[src/rtl/dispatch_stage_n_pkg.sv]
// Shared types, queue indices, MIPS encodings and the instruction classifier
// used by the dispatch stage and its decoder.
package dispatch_pkg;

    localparam int Q_INT = 0;
    localparam int Q_LS  = 1;
    localparam int Q_MUL = 2;

    typedef enum logic [2:0] {
        CLS_R,
        CLS_I,
        CLS_LS,
        CLS_MUL,
        CLS_BR,
        CLS_J,
        CLS_NOP
    } cls_e;

    typedef enum logic [1:0] {
        S_EMPTY,
        S_HOLD,
        S_REDIRECT
    } state_e;

    localparam logic [5:0] OPC_SPECIAL = 6'h00;
    localparam logic [5:0] OPC_J       = 6'h02;
    localparam logic [5:0] OPC_JAL     = 6'h03;
    localparam logic [5:0] OPC_BEQ     = 6'h04;
    localparam logic [5:0] OPC_BNE     = 6'h05;
    localparam logic [5:0] OPC_ADDI    = 6'h08;
    localparam logic [5:0] OPC_ADDIU   = 6'h09;
    localparam logic [5:0] OPC_SLTI    = 6'h0A;
    localparam logic [5:0] OPC_SLTIU   = 6'h0B;
    localparam logic [5:0] OPC_ANDI    = 6'h0C;
    localparam logic [5:0] OPC_ORI     = 6'h0D;
    localparam logic [5:0] OPC_XORI    = 6'h0E;
    localparam logic [5:0] OPC_LUI     = 6'h0F;
    localparam logic [5:0] OPC_LW      = 6'h23;
    localparam logic [5:0] OPC_SW      = 6'h2B;

    localparam logic [5:0] FN_SLL   = 6'h00;
    localparam logic [5:0] FN_SRL   = 6'h02;
    localparam logic [5:0] FN_SRA   = 6'h03;
    localparam logic [5:0] FN_MULT  = 6'h18;
    localparam logic [5:0] FN_MULTU = 6'h19;
    localparam logic [5:0] FN_ADD   = 6'h20;
    localparam logic [5:0] FN_ADDU  = 6'h21;
    localparam logic [5:0] FN_SUB   = 6'h22;
    localparam logic [5:0] FN_SUBU  = 6'h23;
    localparam logic [5:0] FN_AND   = 6'h24;
    localparam logic [5:0] FN_OR    = 6'h25;
    localparam logic [5:0] FN_XOR   = 6'h26;
    localparam logic [5:0] FN_NOR   = 6'h27;
    localparam logic [5:0] FN_SLT   = 6'h2A;
    localparam logic [5:0] FN_SLTU  = 6'h2B;

    // Opcode meaning is per target queue; the multiply queue reuses codes 0/1.
    localparam logic [3:0] ALU_ADD   = 4'h0;
    localparam logic [3:0] ALU_SUB   = 4'h1;
    localparam logic [3:0] ALU_AND   = 4'h2;
    localparam logic [3:0] ALU_OR    = 4'h3;
    localparam logic [3:0] ALU_XOR   = 4'h4;
    localparam logic [3:0] ALU_NOR   = 4'h5;
    localparam logic [3:0] ALU_SLT   = 4'h6;
    localparam logic [3:0] ALU_SLTU  = 4'h7;
    localparam logic [3:0] ALU_SLL   = 4'h8;
    localparam logic [3:0] ALU_SRL   = 4'h9;
    localparam logic [3:0] ALU_SRA   = 4'hA;
    localparam logic [3:0] ALU_LUI   = 4'hB;
    localparam logic [3:0] LS_LW     = 4'hC;
    localparam logic [3:0] LS_SW     = 4'hD;
    localparam logic [3:0] BR_BEQ    = 4'hE;
    localparam logic [3:0] BR_BNE    = 4'hF;
    localparam logic [3:0] MUL_MULT  = 4'h0;
    localparam logic [3:0] MUL_MULTU = 4'h1;

    typedef struct packed {
        cls_e       cls;
        logic [3:0] opcode;
        logic       has_dest;
    } decode_t;

    // Unrecognised encodings classify as NOP so they are popped and dropped.
    function automatic decode_t classify(input logic [31:0] instr);
        decode_t d;
        d.cls      = CLS_NOP;
        d.opcode   = 4'h0;
        d.has_dest = 1'b0;
        if (instr != 32'h0) begin
            case (instr[31:26])
                OPC_SPECIAL: begin
                    d.cls      = CLS_R;
                    d.has_dest = 1'b1;
                    case (instr[5:0])
                        FN_ADD, FN_ADDU: d.opcode = ALU_ADD;
                        FN_SUB, FN_SUBU: d.opcode = ALU_SUB;
                        FN_AND:          d.opcode = ALU_AND;
                        FN_OR:           d.opcode = ALU_OR;
                        FN_XOR:          d.opcode = ALU_XOR;
                        FN_NOR:          d.opcode = ALU_NOR;
                        FN_SLT:          d.opcode = ALU_SLT;
                        FN_SLTU:         d.opcode = ALU_SLTU;
                        FN_SLL:          d.opcode = ALU_SLL;
                        FN_SRL:          d.opcode = ALU_SRL;
                        FN_SRA:          d.opcode = ALU_SRA;
                        FN_MULT: begin
                            d.cls    = CLS_MUL;
                            d.opcode = MUL_MULT;
                        end
                        FN_MULTU: begin
                            d.cls    = CLS_MUL;
                            d.opcode = MUL_MULTU;
                        end
                        default: begin
                            d.cls      = CLS_NOP;
                            d.has_dest = 1'b0;
                        end
                    endcase
                end
                OPC_ADDI, OPC_ADDIU: begin d.cls = CLS_I; d.opcode = ALU_ADD;  d.has_dest = 1'b1; end
                OPC_SLTI:            begin d.cls = CLS_I; d.opcode = ALU_SLT;  d.has_dest = 1'b1; end
                OPC_SLTIU:           begin d.cls = CLS_I; d.opcode = ALU_SLTU; d.has_dest = 1'b1; end
                OPC_ANDI:            begin d.cls = CLS_I; d.opcode = ALU_AND;  d.has_dest = 1'b1; end
                OPC_ORI:             begin d.cls = CLS_I; d.opcode = ALU_OR;   d.has_dest = 1'b1; end
                OPC_XORI:            begin d.cls = CLS_I; d.opcode = ALU_XOR;  d.has_dest = 1'b1; end
                OPC_LUI:             begin d.cls = CLS_I; d.opcode = ALU_LUI;  d.has_dest = 1'b1; end
                OPC_LW:              begin d.cls = CLS_LS; d.opcode = LS_LW;   d.has_dest = 1'b1; end
                OPC_SW:              begin d.cls = CLS_LS; d.opcode = LS_SW; end
                OPC_BEQ:             begin d.cls = CLS_BR; d.opcode = BR_BEQ; end
                OPC_BNE:             begin d.cls = CLS_BR; d.opcode = BR_BNE; end
                OPC_J, OPC_JAL:      d.cls = CLS_J;
                default:             d.cls = CLS_NOP;
            endcase
        end
        return d;
    endfunction

endpackage

[src/rtl/dispatch_stage_n_if.sv]
// Bundle of every dispatch-stage connection except clock/reset; the master
// modport is the dispatch stage, the slave modport its surroundings.
interface dispatch_stage_n_if #(
    parameter int DATA_W = 32,
    parameter int TAG_W  = 5,
    parameter int NUM_Q  = 3,
    parameter int REG_AW = 5
);
    logic [DATA_W-1:0] ifetch_pc_4;
    logic [31:0]       ifetch_instruction;
    logic              ifetch_empty;
    logic              Dispatch_ren;
    logic              Dispatch_jmp;
    logic [DATA_W-1:0] Dispatch_jmp_addr;

    logic [REG_AW-1:0] rs_addr;
    logic [REG_AW-1:0] rt_addr;
    logic [DATA_W-1:0] rs_data;
    logic [DATA_W-1:0] rt_data;
    logic              rs_valid;
    logic              rt_valid;
    logic [TAG_W-1:0]  rs_tag;
    logic [TAG_W-1:0]  rt_tag;

    logic              tag_avail;
    logic [TAG_W-1:0]  tag_in;
    logic              tag_ren;
    logic              rob_ready;
    logic              rob_alloc;

    logic [NUM_Q-1:0]  q_full;
    logic [NUM_Q-1:0]  dispatch_en;
    logic [DATA_W-1:0] dispatch_rs_data;
    logic [DATA_W-1:0] dispatch_rt_data;
    logic              dispatch_rs_valid;
    logic              dispatch_rt_valid;
    logic [TAG_W-1:0]  dispatch_rs_tag;
    logic [TAG_W-1:0]  dispatch_rt_tag;
    logic [TAG_W-1:0]  dispatch_rd_tag;
    logic [3:0]        dispatch_opcode;
    logic [4:0]        dispatch_shfamt;
    logic [15:0]       dispatch_imm;

    logic              cdb_valid;
    logic [TAG_W-1:0]  cdb_tag;
    logic [DATA_W-1:0] cdb_data;
    logic              retire_flush;
    logic [DATA_W-1:0] retire_target;

    modport master (
        input  ifetch_pc_4, ifetch_instruction, ifetch_empty,
        output Dispatch_ren, Dispatch_jmp, Dispatch_jmp_addr,
        output rs_addr, rt_addr,
        input  rs_data, rt_data, rs_valid, rt_valid, rs_tag, rt_tag,
        input  tag_avail, tag_in, rob_ready,
        output tag_ren, rob_alloc,
        input  q_full,
        output dispatch_en, dispatch_rs_data, dispatch_rt_data,
        output dispatch_rs_valid, dispatch_rt_valid,
        output dispatch_rs_tag, dispatch_rt_tag, dispatch_rd_tag,
        output dispatch_opcode, dispatch_shfamt, dispatch_imm,
        input  cdb_valid, cdb_tag, cdb_data, retire_flush, retire_target
    );

    modport slave (
        output ifetch_pc_4, ifetch_instruction, ifetch_empty,
        input  Dispatch_ren, Dispatch_jmp, Dispatch_jmp_addr,
        input  rs_addr, rt_addr,
        output rs_data, rt_data, rs_valid, rt_valid, rs_tag, rt_tag,
        output tag_avail, tag_in, rob_ready,
        input  tag_ren, rob_alloc,
        output q_full,
        input  dispatch_en, dispatch_rs_data, dispatch_rt_data,
        input  dispatch_rs_valid, dispatch_rt_valid,
        input  dispatch_rs_tag, dispatch_rt_tag, dispatch_rd_tag,
        input  dispatch_opcode, dispatch_shfamt, dispatch_imm,
        output cdb_valid, cdb_tag, cdb_data, retire_flush, retire_target
    );

endinterface

[src/rtl/dispatch_stage_n_decode.sv]
// Combinational field decode of the IFQ head: class, queue opcode, shift
// amount, immediate, destination flag and target issue-queue index.
module dispatch_decode
    import dispatch_pkg::*;
#(
    parameter int QW = 2
) (
    input  logic [31:0]   instr,
    output cls_e          cls,
    output logic [3:0]    opcode,
    output logic [4:0]    shfamt,
    output logic [15:0]   imm,
    output logic          has_dest,
    output logic [QW-1:0] q_idx
);

    decode_t dec;

    always_comb begin
        dec      = classify(instr);
        cls      = dec.cls;
        opcode   = dec.opcode;
        has_dest = dec.has_dest;
        shfamt   = instr[10:6];
        imm      = instr[15:0];
        case (dec.cls)
            CLS_LS:  q_idx = QW'(Q_LS);
            CLS_MUL: q_idx = QW'(Q_MUL);
            default: q_idx = QW'(Q_INT);
        endcase
    end

endmodule

[src/rtl/dispatch_stage_n.sv]
// One-entry dispatch hold stage feeding NUM_Q issue queues, with local J/JAL
// redirect and retire flush. Define DISPATCH_CDB_BYPASS_EN to snoop the CDB.
module dispatch_stage_n
    import dispatch_pkg::*;
#(
    parameter int DATA_W = 32,
    parameter int TAG_W  = 5,
    parameter int NUM_Q  = 3,
    parameter int REG_AW = 5
) (
    input logic               clock,
    input logic               reset,
    dispatch_stage_n_if.master bus
);

    localparam int QW = (NUM_Q > 1) ? $clog2(NUM_Q) : 1;

    state_e state_q, state_d;

    cls_e              d_cls;
    logic [3:0]        d_opcode;
    logic [4:0]        d_shfamt;
    logic [15:0]       d_imm;
    logic              d_dest;
    logic [QW-1:0]     d_q;

    cls_e              h_cls;
    logic [3:0]        h_opcode;
    logic [4:0]        h_shfamt;
    logic [15:0]       h_imm;
    logic              h_dest;
    logic [QW-1:0]     h_q;
    logic [DATA_W-1:0] h_pc4;
    logic [25:0]       h_jidx;
    logic [DATA_W-1:0] rs_data_q, rt_data_q;
    logic              rs_valid_q, rt_valid_q;
    logic [TAG_W-1:0]  rs_tag_q, rt_tag_q;

    logic              held_queue, drain_ok, accept;
    logic              rs_hit_hold, rt_hit_hold, rs_hit_acc, rt_hit_acc;
    logic [NUM_Q-1:0]  held_onehot;
    logic [DATA_W-1:0] jump_target;

    logic              ren, jmp, tag_ren, rob_alloc;
    logic [DATA_W-1:0] jmp_addr;
    logic [NUM_Q-1:0]  en;
    logic [TAG_W-1:0]  rd_tag;

    dispatch_decode #(.QW(QW)) u_decode (
        .instr    (bus.ifetch_instruction),
        .cls      (d_cls),
        .opcode   (d_opcode),
        .shfamt   (d_shfamt),
        .imm      (d_imm),
        .has_dest (d_dest),
        .q_idx    (d_q)
    );

    assign bus.rs_addr = REG_AW'(bus.ifetch_instruction[25:21]);
    assign bus.rt_addr = REG_AW'(bus.ifetch_instruction[20:16]);

    // A held jump never drains to a queue; it only redirects fetch.
    assign held_queue = (state_q == S_HOLD) && (h_cls != CLS_J);
    assign drain_ok   = held_queue && !bus.q_full[h_q] && bus.rob_ready
                        && (bus.tag_avail || !h_dest);
    assign accept     = !bus.ifetch_empty && !bus.retire_flush
                        && ((state_q == S_EMPTY) || drain_ok);

`ifdef DISPATCH_CDB_BYPASS_EN
    assign rs_hit_hold = (state_q == S_HOLD) && !rs_valid_q && bus.cdb_valid && (bus.cdb_tag == rs_tag_q);
    assign rt_hit_hold = (state_q == S_HOLD) && !rt_valid_q && bus.cdb_valid && (bus.cdb_tag == rt_tag_q);
    assign rs_hit_acc  = !bus.rs_valid && bus.cdb_valid && (bus.cdb_tag == bus.rs_tag);
    assign rt_hit_acc  = !bus.rt_valid && bus.cdb_valid && (bus.cdb_tag == bus.rt_tag);
`else
    assign rs_hit_hold = 1'b0;
    assign rt_hit_hold = 1'b0;
    assign rs_hit_acc  = 1'b0;
    assign rt_hit_acc  = 1'b0;
`endif

    always_comb begin
        held_onehot = '0;
        for (int i = 0; i < NUM_Q; i++) begin
            held_onehot[i] = (h_q == QW'(i));
        end
        jump_target       = h_pc4;
        jump_target[27:0] = {h_jidx, 2'b00};
    end

    always_ff @(posedge clock or posedge reset) begin
        if (reset) begin
            state_q <= S_EMPTY;
        end else begin
            state_q <= state_d;
        end
    end

    // Retire flush overrides everything decided by the state case above it.
    always_comb begin
        state_d   = state_q;
        ren       = accept;
        jmp       = 1'b0;
        jmp_addr  = '0;
        en        = '0;
        tag_ren   = 1'b0;
        rob_alloc = 1'b0;
        rd_tag    = '0;
        case (state_q)
            S_EMPTY: begin
                if (accept) begin
                    state_d = (d_cls == CLS_NOP) ? S_EMPTY : S_HOLD;
                end
            end
            S_HOLD: begin
                if (h_cls == CLS_J) begin
                    jmp      = 1'b1;
                    jmp_addr = jump_target;
                    state_d  = S_REDIRECT;
                end else if (drain_ok) begin
                    en        = held_onehot;
                    rob_alloc = 1'b1;
                    tag_ren   = h_dest;
                    rd_tag    = bus.tag_in;
                    if (accept && (d_cls != CLS_NOP)) begin
                        state_d = S_HOLD;
                    end else begin
                        state_d = S_EMPTY;
                    end
                end
            end
            S_REDIRECT: state_d = S_EMPTY;
            default:    state_d = S_EMPTY;
        endcase
        if (bus.retire_flush) begin
            jmp       = 1'b1;
            jmp_addr  = bus.retire_target;
            en        = '0;
            tag_ren   = 1'b0;
            rob_alloc = 1'b0;
            rd_tag    = '0;
            state_d   = S_REDIRECT;
        end
    end

    always_ff @(posedge clock or posedge reset) begin
        if (reset) begin
            h_cls      <= CLS_R;
            h_opcode   <= '0;
            h_shfamt   <= '0;
            h_imm      <= '0;
            h_dest     <= 1'b0;
            h_q        <= '0;
            h_pc4      <= '0;
            h_jidx     <= '0;
            rs_data_q  <= '0;
            rt_data_q  <= '0;
            rs_valid_q <= 1'b0;
            rt_valid_q <= 1'b0;
            rs_tag_q   <= '0;
            rt_tag_q   <= '0;
        end else if (accept) begin
            h_cls      <= d_cls;
            h_opcode   <= d_opcode;
            h_shfamt   <= d_shfamt;
            h_imm      <= d_imm;
            h_dest     <= d_dest;
            h_q        <= d_q;
            h_pc4      <= bus.ifetch_pc_4;
            h_jidx     <= bus.ifetch_instruction[25:0];
            rs_valid_q <= bus.rs_valid | rs_hit_acc;
            rt_valid_q <= bus.rt_valid | rt_hit_acc;
            rs_data_q  <= bus.rs_valid ? bus.rs_data : (rs_hit_acc ? bus.cdb_data : '0);
            rt_data_q  <= bus.rt_valid ? bus.rt_data : (rt_hit_acc ? bus.cdb_data : '0);
            rs_tag_q   <= bus.rs_tag;
            rt_tag_q   <= bus.rt_tag;
        end else begin
            if (rs_hit_hold) begin
                rs_valid_q <= 1'b1;
                rs_data_q  <= bus.cdb_data;
            end
            if (rt_hit_hold) begin
                rt_valid_q <= 1'b1;
                rt_data_q  <= bus.cdb_data;
            end
        end
    end

    assign bus.Dispatch_ren      = ren;
    assign bus.Dispatch_jmp      = jmp;
    assign bus.Dispatch_jmp_addr = jmp_addr;
    assign bus.tag_ren           = tag_ren;
    assign bus.rob_alloc         = rob_alloc;
    assign bus.dispatch_en       = en;
    assign bus.dispatch_rd_tag   = rd_tag;
    // A same-cycle CDB hit is forwarded so a draining operand is never stale.
    assign bus.dispatch_rs_data  = rs_hit_hold ? bus.cdb_data : rs_data_q;
    assign bus.dispatch_rt_data  = rt_hit_hold ? bus.cdb_data : rt_data_q;
    assign bus.dispatch_rs_valid = rs_valid_q | rs_hit_hold;
    assign bus.dispatch_rt_valid = rt_valid_q | rt_hit_hold;
    assign bus.dispatch_rs_tag   = rs_tag_q;
    assign bus.dispatch_rt_tag   = rt_tag_q;
    assign bus.dispatch_opcode   = h_opcode;
    assign bus.dispatch_shfamt   = h_shfamt;
    assign bus.dispatch_imm      = h_imm;

endmodule
[src/flat_wrapper.sv]
// flat-port wrapper written by rule: the top's interface ports become plain ports
module dispatch_stage_n_flat import dispatch_pkg::*;
#(
    parameter int DATA_W = 32,
    parameter int TAG_W  = 5,
    parameter int NUM_Q  = 3,
    parameter int REG_AW = 5
)
  (clock, reset, bus_ifetch_pc_4, bus_ifetch_instruction, bus_ifetch_empty, bus_Dispatch_ren, bus_Dispatch_jmp, bus_Dispatch_jmp_addr, bus_rs_addr, bus_rt_addr, bus_rs_data, bus_rt_data, bus_rs_valid, bus_rt_valid, bus_rs_tag, bus_rt_tag, bus_tag_avail, bus_tag_in, bus_rob_ready, bus_tag_ren, bus_rob_alloc, bus_q_full, bus_dispatch_en, bus_dispatch_rs_data, bus_dispatch_rt_data, bus_dispatch_rs_valid, bus_dispatch_rt_valid, bus_dispatch_rs_tag, bus_dispatch_rt_tag, bus_dispatch_rd_tag, bus_dispatch_opcode, bus_dispatch_shfamt, bus_dispatch_imm, bus_cdb_valid, bus_cdb_tag, bus_cdb_data, bus_retire_flush, bus_retire_target);
  dispatch_stage_n_if #(.DATA_W(DATA_W), .TAG_W(TAG_W), .NUM_Q(NUM_Q), .REG_AW(REG_AW)) bus_i ();
  input logic clock;
  input logic reset;
  input wire logic [$bits(bus_i.ifetch_pc_4)-1:0] bus_ifetch_pc_4;
  input wire logic [$bits(bus_i.ifetch_instruction)-1:0] bus_ifetch_instruction;
  input wire logic [$bits(bus_i.ifetch_empty)-1:0] bus_ifetch_empty;
  output wire logic [$bits(bus_i.Dispatch_ren)-1:0] bus_Dispatch_ren;
  output wire logic [$bits(bus_i.Dispatch_jmp)-1:0] bus_Dispatch_jmp;
  output wire logic [$bits(bus_i.Dispatch_jmp_addr)-1:0] bus_Dispatch_jmp_addr;
  output wire logic [$bits(bus_i.rs_addr)-1:0] bus_rs_addr;
  output wire logic [$bits(bus_i.rt_addr)-1:0] bus_rt_addr;
  input wire logic [$bits(bus_i.rs_data)-1:0] bus_rs_data;
  input wire logic [$bits(bus_i.rt_data)-1:0] bus_rt_data;
  input wire logic [$bits(bus_i.rs_valid)-1:0] bus_rs_valid;
  input wire logic [$bits(bus_i.rt_valid)-1:0] bus_rt_valid;
  input wire logic [$bits(bus_i.rs_tag)-1:0] bus_rs_tag;
  input wire logic [$bits(bus_i.rt_tag)-1:0] bus_rt_tag;
  input wire logic [$bits(bus_i.tag_avail)-1:0] bus_tag_avail;
  input wire logic [$bits(bus_i.tag_in)-1:0] bus_tag_in;
  input wire logic [$bits(bus_i.rob_ready)-1:0] bus_rob_ready;
  output wire logic [$bits(bus_i.tag_ren)-1:0] bus_tag_ren;
  output wire logic [$bits(bus_i.rob_alloc)-1:0] bus_rob_alloc;
  input wire logic [$bits(bus_i.q_full)-1:0] bus_q_full;
  output wire logic [$bits(bus_i.dispatch_en)-1:0] bus_dispatch_en;
  output wire logic [$bits(bus_i.dispatch_rs_data)-1:0] bus_dispatch_rs_data;
  output wire logic [$bits(bus_i.dispatch_rt_data)-1:0] bus_dispatch_rt_data;
  output wire logic [$bits(bus_i.dispatch_rs_valid)-1:0] bus_dispatch_rs_valid;
  output wire logic [$bits(bus_i.dispatch_rt_valid)-1:0] bus_dispatch_rt_valid;
  output wire logic [$bits(bus_i.dispatch_rs_tag)-1:0] bus_dispatch_rs_tag;
  output wire logic [$bits(bus_i.dispatch_rt_tag)-1:0] bus_dispatch_rt_tag;
  output wire logic [$bits(bus_i.dispatch_rd_tag)-1:0] bus_dispatch_rd_tag;
  output wire logic [$bits(bus_i.dispatch_opcode)-1:0] bus_dispatch_opcode;
  output wire logic [$bits(bus_i.dispatch_shfamt)-1:0] bus_dispatch_shfamt;
  output wire logic [$bits(bus_i.dispatch_imm)-1:0] bus_dispatch_imm;
  input wire logic [$bits(bus_i.cdb_valid)-1:0] bus_cdb_valid;
  input wire logic [$bits(bus_i.cdb_tag)-1:0] bus_cdb_tag;
  input wire logic [$bits(bus_i.cdb_data)-1:0] bus_cdb_data;
  input wire logic [$bits(bus_i.retire_flush)-1:0] bus_retire_flush;
  input wire logic [$bits(bus_i.retire_target)-1:0] bus_retire_target;
  assign bus_i.ifetch_pc_4 = bus_ifetch_pc_4;
  assign bus_i.ifetch_instruction = bus_ifetch_instruction;
  assign bus_i.ifetch_empty = bus_ifetch_empty;
  assign bus_Dispatch_ren = bus_i.Dispatch_ren;
  assign bus_Dispatch_jmp = bus_i.Dispatch_jmp;
  assign bus_Dispatch_jmp_addr = bus_i.Dispatch_jmp_addr;
  assign bus_rs_addr = bus_i.rs_addr;
  assign bus_rt_addr = bus_i.rt_addr;
  assign bus_i.rs_data = bus_rs_data;
  assign bus_i.rt_data = bus_rt_data;
  assign bus_i.rs_valid = bus_rs_valid;
  assign bus_i.rt_valid = bus_rt_valid;
  assign bus_i.rs_tag = bus_rs_tag;
  assign bus_i.rt_tag = bus_rt_tag;
  assign bus_i.tag_avail = bus_tag_avail;
  assign bus_i.tag_in = bus_tag_in;
  assign bus_i.rob_ready = bus_rob_ready;
  assign bus_tag_ren = bus_i.tag_ren;
  assign bus_rob_alloc = bus_i.rob_alloc;
  assign bus_i.q_full = bus_q_full;
  assign bus_dispatch_en = bus_i.dispatch_en;
  assign bus_dispatch_rs_data = bus_i.dispatch_rs_data;
  assign bus_dispatch_rt_data = bus_i.dispatch_rt_data;
  assign bus_dispatch_rs_valid = bus_i.dispatch_rs_valid;
  assign bus_dispatch_rt_valid = bus_i.dispatch_rt_valid;
  assign bus_dispatch_rs_tag = bus_i.dispatch_rs_tag;
  assign bus_dispatch_rt_tag = bus_i.dispatch_rt_tag;
  assign bus_dispatch_rd_tag = bus_i.dispatch_rd_tag;
  assign bus_dispatch_opcode = bus_i.dispatch_opcode;
  assign bus_dispatch_shfamt = bus_i.dispatch_shfamt;
  assign bus_dispatch_imm = bus_i.dispatch_imm;
  assign bus_i.cdb_valid = bus_cdb_valid;
  assign bus_i.cdb_tag = bus_cdb_tag;
  assign bus_i.cdb_data = bus_cdb_data;
  assign bus_i.retire_flush = bus_retire_flush;
  assign bus_i.retire_target = bus_retire_target;
  dispatch_stage_n #(.DATA_W(DATA_W), .TAG_W(TAG_W), .NUM_Q(NUM_Q), .REG_AW(REG_AW)) u_core (.clock(clock), .reset(reset), .bus(bus_i));
endmodule
[config.mk]
export PLATFORM = sky130hd
export DESIGN_NAME = dispatch_stage_n_flat
export DESIGN_NICKNAME = d
export VERILOG_FILES = /design/src/rtl/dispatch_stage_n_pkg.sv /design/src/rtl/dispatch_stage_n_if.sv /design/src/rtl/dispatch_stage_n_decode.sv /design/src/rtl/dispatch_stage_n.sv /design/src/flat_wrapper.sv
export SDC_FILE = /design/constraint.sdc
export NUM_CORES = 1
export LEC_CHECK = 0
export BUFFER_PORTS_ARGS = -buffer_cell sky130_fd_sc_hd__clkbuf_2
export CAP_MARGIN = 15
export CORE_AREA = 10 10 147 149
export DETAILED_ROUTE_END_ITERATION = 6
export DIE_AREA = 0 0 157 159
export PLACE_DENSITY_LB_ADDON = 0.1
export SETUP_SLACK_MARGIN = 0.4
export SKIP_LAST_GASP = 1
export SYNTH_ARGS = -nofsm -noshare
export SYNTH_HDL_FRONTEND = slang
export SYNTH_SLANG_ARGS = --single-unit
[constraint.sdc]
create_clock -name clock -period 4.25 [get_ports clock]
set_input_delay 0.85 -clock clock [delete_from_list [all_inputs] [get_ports clock]]
set_output_delay 0.85 -clock clock [all_outputs]
set_load 0.1 [all_outputs]
* After elaboration in Yosys (flattened, before gate mapping)
Cells that the tools add are included.
** Storage, ports and cells
- Memory bits (writable) :: 0
- Memories kept :: 0
- Bits in latches :: 0
- Memory bits (read-only) :: 0
- Bits in registers :: 167
- Word-level logic and storage cells :: 124
- Input port bits :: 224
- Output and inout port bits :: 155
** Cells by class
- $mul :: 0
- Reductions and logical operators :: 28
- Bitwise logic cells :: 0
- Div/mod/pow operators :: 0
- Shift operators :: 0
- Equality and inequality tests :: 39
- Magnitude comparators :: 1
- Mux-type cells :: 41
- Add/sub/neg operators :: 0
** Operators by type and width (number)
- 32-bit 2-to-1 mux :: 5
- 6-bit equality test (second input constant) :: 12
- 6-bit by 4-bit equality test with 1-bit output (second input constant) :: 8
- 4-bit case mux with 11 select lines :: 1
- 4-bit case mux with 10 select lines :: 1
- 32-bit nonzero test :: 1
- 6-bit by 2-bit equality test with 1-bit output (second input constant) :: 4
- 5-bit 2-to-1 mux :: 4
- 1-bit 2-to-1 mux :: 15
- 3-bit case mux with 5 select lines :: 1
- 15-bit OR reduction :: 1
- 13-bit OR reduction :: 1
- 6-bit by 3-bit equality test with 1-bit output (second input constant) :: 2
- 6-bit by 5-bit equality test with 1-bit output (second input constant) :: 2
- 6-bit logical NOT :: 2
- 3-bit 2-to-1 mux :: 4
- 9-bit OR reduction :: 1
- 2-bit 2-to-1 mux :: 4
- 8-bit 2-to-1 mux :: 1
- 2-bit case mux with 2 select lines :: 2
- 2-bit OR reduction :: 4
- 8-bit OR reduction :: 1
- 1-bit logical AND :: 7
- 3-bit by 2-bit equality test with 1-bit output (second input constant) :: 2
- 15 further kinds :: 23

* Logic depth before layout (Yosys ltp)
- Depth in word-level cells :: 14
- Depth in mapped cells :: 9

* Hierarchy
Synthesis repeated with hierarchy kept, for this count alone.
** Unflattened totals
- Cell total of the unflattened synthesis :: 1327
- Area total of the unflattened synthesis :: 10652.7 um^2
** By module, submodules not included
- dispatch_stage_n :: cells each 1207, area each 9834.4 um^2, times used 1, seq. area each 3478.3 um^2
- dispatch_decode :: cells each 120, area each 818.3 um^2, times used 1, seq. area each 0.0 um^2

* Least setup slack after synthesis
No wires, ideal clock.
- Path type :: input to output
- Start point :: input port bus_q_full[1]
- End point :: output port bus_dispatch_en[2]
- Stages on the path :: 3
- Required time :: 3400 ps
- Path slack :: -932 ps
- Path buffers :: 0
- Arrival :: 4332 ps
- Cells stage by stage :: mux2i_1 o2111ai_1 nor4b_1
** Between the ends
- Word-level cells in the longest chain between the ends :: 10
** RTL lines
- start: declaration :: RTL line flat_wrapper.sv:32 : input wire logic [$bits(bus_i.q_full)-1:0] bus_q_full;
- 1-bit binary-select mux with 2-bit select :: RTL line dispatch_stage_n.sv:64 : assign drain_ok = held_queue && !bus.q_full[h_q] && bus.rob_ready
- 1-bit 2-to-1 mux (not written as such) :: RTL line dispatch_stage_n.sv:64
- 1-bit logical NOT :: RTL line dispatch_stage_n.sv:64
- 1-bit logical AND (2 in a row) :: RTL line dispatch_stage_n.sv:64
- 1-bit logical AND :: RTL line dispatch_stage_n.sv:65 : && (bus.tag_avail || !h_dest);
- 3-bit 2-to-1 mux :: RTL line dispatch_stage_n.sv:119 : end else if (drain_ok) begin
- 3-bit 2-to-1 mux :: RTL line dispatch_stage_n.sv:115 : if (h_cls == CLS_J) begin
- 3-bit 2-to-1 mux :: RTL line dispatch_stage_n.sv:108 : case (state_q)
- 3-bit 2-to-1 mux :: RTL line dispatch_stage_n.sv:134 : if (bus.retire_flush) begin
- end: declaration :: RTL line flat_wrapper.sv:33 : output wire logic [$bits(bus_i.dispatch_en)-1:0] bus_dispatch_en;
No other way between the ends. The select of a mux whose other input is x is not followed.

* Worst setup path in the final report
- Start point :: register u_core.h_cls[1]
- End point :: output port bus_Dispatch_jmp_addr[13]
** Between the ends
- Word-level cells in the longest chain between the ends :: 4
** RTL lines
- start: declaration :: RTL line dispatch_stage_n.sv:27 : cls_e h_cls;
- start signal: assignment :: RTL line dispatch_stage_n.sv:162 : h_cls <= d_cls;
- 3-bit equality test :: RTL line dispatch_stage_n.sv:115
- 32-bit 2-to-1 mux :: RTL line dispatch_stage_n.sv:115
- 32-bit 2-to-1 mux :: RTL line dispatch_stage_n.sv:108
- 32-bit 2-to-1 mux :: RTL line dispatch_stage_n.sv:134
- end: declaration :: RTL line flat_wrapper.sv:18 : output wire logic [$bits(bus_i.Dispatch_jmp_addr)-1:0] bus_Dispatch_jmp_addr;
No other way between the ends.

==> impl_metrics.json <==
{
  "power_frac_comb_pct": 42.7,
  "synth-edff-count": 0,
  "port_buffers": 312,
  "status": "finished clean",
  "grt.busiest_layer": "met2",
  "power_frac_clock_pct": 28.2,
  "slowest_delay_ps": 490,
  "cts.sinks": 118,
  "clockBufferDepth": 2,
  "yosysWarningCount": 0,
  "met3_usage_pct": 7.96,
  "use_met2_pct": 27.3,
  "drc": 0,
  "grt_use_total_pct": 16.9,
  "synth-seq-cells": 118,
  "power_uw": 4880,
  "worstSetupPathType": "reg2out",
  "syn_inst": 708,
  "clk_latency_ps": 410,
  "syn_area_per_cell_um2": 8.33,
  "drv_slew": 0,
  "mostFrequentLayoutCells": "clkbuf_2 (311), nand2_1 (266), dfrtp_1 (118)",
  "synthFlopType": "dfrtp_1",
  "routedWlPerCell_um": 18.0,
  "num_rows": 50,
  "final_util_pct": 43.0,
  "fin_crit_sh_pct": 78.5,
  "grt_pass1_wl_um": 32900,
  "finalSetupViolations": 0,
  "p_sw_uw": 2440,
  "die_h_um": 159,
  "dieWidth_um": 157,
  "cts_root_buf": "clkbuf_16",
  "finalSetupTns_ps": 0,
  "crit_fanout": 23,
  "cts_tree": "built",
  "vias": 5599,
  "pwr-share-seq_pct": 29.0,
  "firstDrtPassIters": 4,
  "grt_pass1_vias": 5686,
  "swShare_pct": 49.9,
  "synth-seq-area-share_pct": 50.1,
  "grt_max_degree": 114,
  "ys_top_cells_by_area": "dfrtp_1 (50%), nand2_1 (17%), nand3_1 (5.6%)",
  "overflow": 0,
  "ant_nets": 0,
  "cp.arrival_ps": 2480,
  "h-tree-depth": 4,
  "layout-drive-gt1-share_pct": 36.7,
  "initial_utilization_pct": 31.7,
  "maxCapViolCount": 0,
  "drt_iter0_drc": 229,
  "ys_types": 47,
  "crit_slowest_cell": "clkbuf_2",
  "grt_use_met1_pct": 19.5,
  "synth.top_cell.area_share_pct": 50.1,
  "worst_pin_slew_ps": 755,
  "fin_nets": 1190,
  "ctsResizeCount": 0,
  "endpoint_kind": "output port",
  "numCtsBuffers": 17,
  "synth.net_count": 932,
  "hold_violations": 0,
  "ir_drop_v": 0.000265,
  "syn2layout_area_growth_pct": 35.4,
  "path_cells": "nand3b_1 > nor3b_1 > nor2_4 > buf_4 > nor2_1 > clkbuf_2",
  "postCtsHoldBufs": 0,
  "min_period_ps": 3330,
  "hp-class": "in2async",
  "synth-async-reset-ratio_pct": 100,
  "fmax_mhz": 300,
  "antenna_found_initial": 0,
  "via_per_inst": 4.62,
  "coreArea_um2": 18600,
  "startpoint_type": "register",
  "power.density_nw_per_um2": 611,
  "netlist.top_cell.by_area": "dfrtp_1",
  "maxSlewHeadroom_pct": 49.6,
  "p_int_uw": 2450,
  "die_area_um2": 25000,
  "rsz0062_at_grt": "no",
  "required_ps": 3400,
  "reg2reg_slack_ps": 1790,
  "place.detailed.hpwl_um": 16400,
  "diodes": 0,
  "mostFrequentLayoutCell": "clkbuf_2",
  "io_pins": 379,
  "finalClockSkew_ps": 7.54,
  "cts_setup_buffers": 0,
  "path_clk_slew_ps": 60,
  "p_leak_uw": 0.00452,
  "synth_area_um2": 5900,
  "wl_um": 21800,
  "gp_congestion": 0.789
}
==> flip-flops by register name, summed over array words and instances (netlist names) <==
| register | cells |
|---|---|
| u_core.bus.dispatch_rs_data | 32 |
| u_core.bus.dispatch_rt_data | 32 |
| u_core.h_jidx | 26 |
| u_core.bus.dispatch_rs_tag | 5 |
| u_core.bus.dispatch_rt_tag | 5 |
| u_core.bus.dispatch_opcode | 4 |
| u_core.h_pc4 | 4 |
| u_core.h_cls | 3 |
| u_core.h_q | 2 |
| u_core.state_q | 2 |
| u_core.bus.dispatch_rs_valid | 1 |
| u_core.bus.dispatch_rt_valid | 1 |
| u_core.h_dest | 1 |
==> critical path, delay by kind of cell (launching register included) <==
family                 cells  cell delay [ps]
AND/OR/NAND/NOR            4              940
buffers and inverters      2              750
flip-flops                 1              380
==> path summary, 6_finish.rpt <==
path | from | end | depth (start not counted)
max in group asynchronous | reset | u_core.h_jidx[9] | 3
min | reset | u_core.bus.dispatch_rt_data[0] | 2
min reg2reg | u_core.bus.dispatch_rs_data[8] | u_core.bus.dispatch_rs_data[8] | 2
min in group clock | u_core.bus.dispatch_rs_data[8] | u_core.bus.dispatch_rs_data[8] | 2
max reg2reg | u_core.h_q[0] | u_core.bus.dispatch_opcode[3] | 6
max | u_core.h_cls[1] | bus_Dispatch_jmp_addr[13] | 6
==> final cells by class <==
type,count,area (µm²)
fillers,1932,10600
flip-flops and latches,118,2950
multi-input cells,502,2470
repair buffers,320,1660
clock buffers,21,470
well taps,234,293
clock inverters,11,101
inverters,7,31.3
==> per-stage QoR <==
step                setup slack (ps)  cells  area [µm²]  hold slack [ps]
CTS                              862   1213        7980              388
global route                     795   1213        7980              400
detailed placement               865   1181        7410              455
finish                           915   1213        7980              398
global placement                 872   1181        7410              447
floorplan                        352    708        5920              438
==> routing by layer <==
layer | vias to the layer above | routed length (µm)
met5 | - | 0
met4 | 0 | 327
met3 | 23 | 2380
met2 | 209 | 10200
met1 | 2566 | 8910
li1 | 2801 | -
==> power by group through the flow <==
stage	Clock (µW)	Sequential, µW	Combinational (µW)
5_1_grt	1480	1440	2180
2_1_floorplan	0	2290	906
6_report	1380	1420	2090
3_5_place_dp	0	1440	2110
4_1_cts	1420	1420	2110
3_3_place_gp	0	1430	2100
==> cell usage after synthesis, types with 2 or more instances <==
cell / instances
dfrtp_1: 118
a41oi_1: 2
or3_1: 2
clkbuf_1: 25
and2_1: 10
a22o_1: 2
o22ai_1: 2
a21oi_1: 7
o2111ai_1: 2
o21a_1: 2
nor4_1: 9
nand2b_1: 4
nand3b_1: 2
nor3b_1: 2
xnor2_1: 2
buf_2: 15
inv_1: 6
a31oi_1: 2
nor2b_1: 5
nand3_1: 66
nor4b_1: 3
buf_4: 38
nor3_1: 3
mux2i_1: 31
o21ai_0: 12
nand2_1: 266
buf_6: 2
o311ai_1: 2
nor2_1: 48
==> cell families after synthesis <==
group	count (synthesis)	share of synthesized area, %
mux	31	5.26
simple gates	425	30.7
xor+xnor	2	0.297
buf+inv	88	8.59
compound gates	44	5.03
flops	118	50.1
Power figures use the tool's default switching activity.
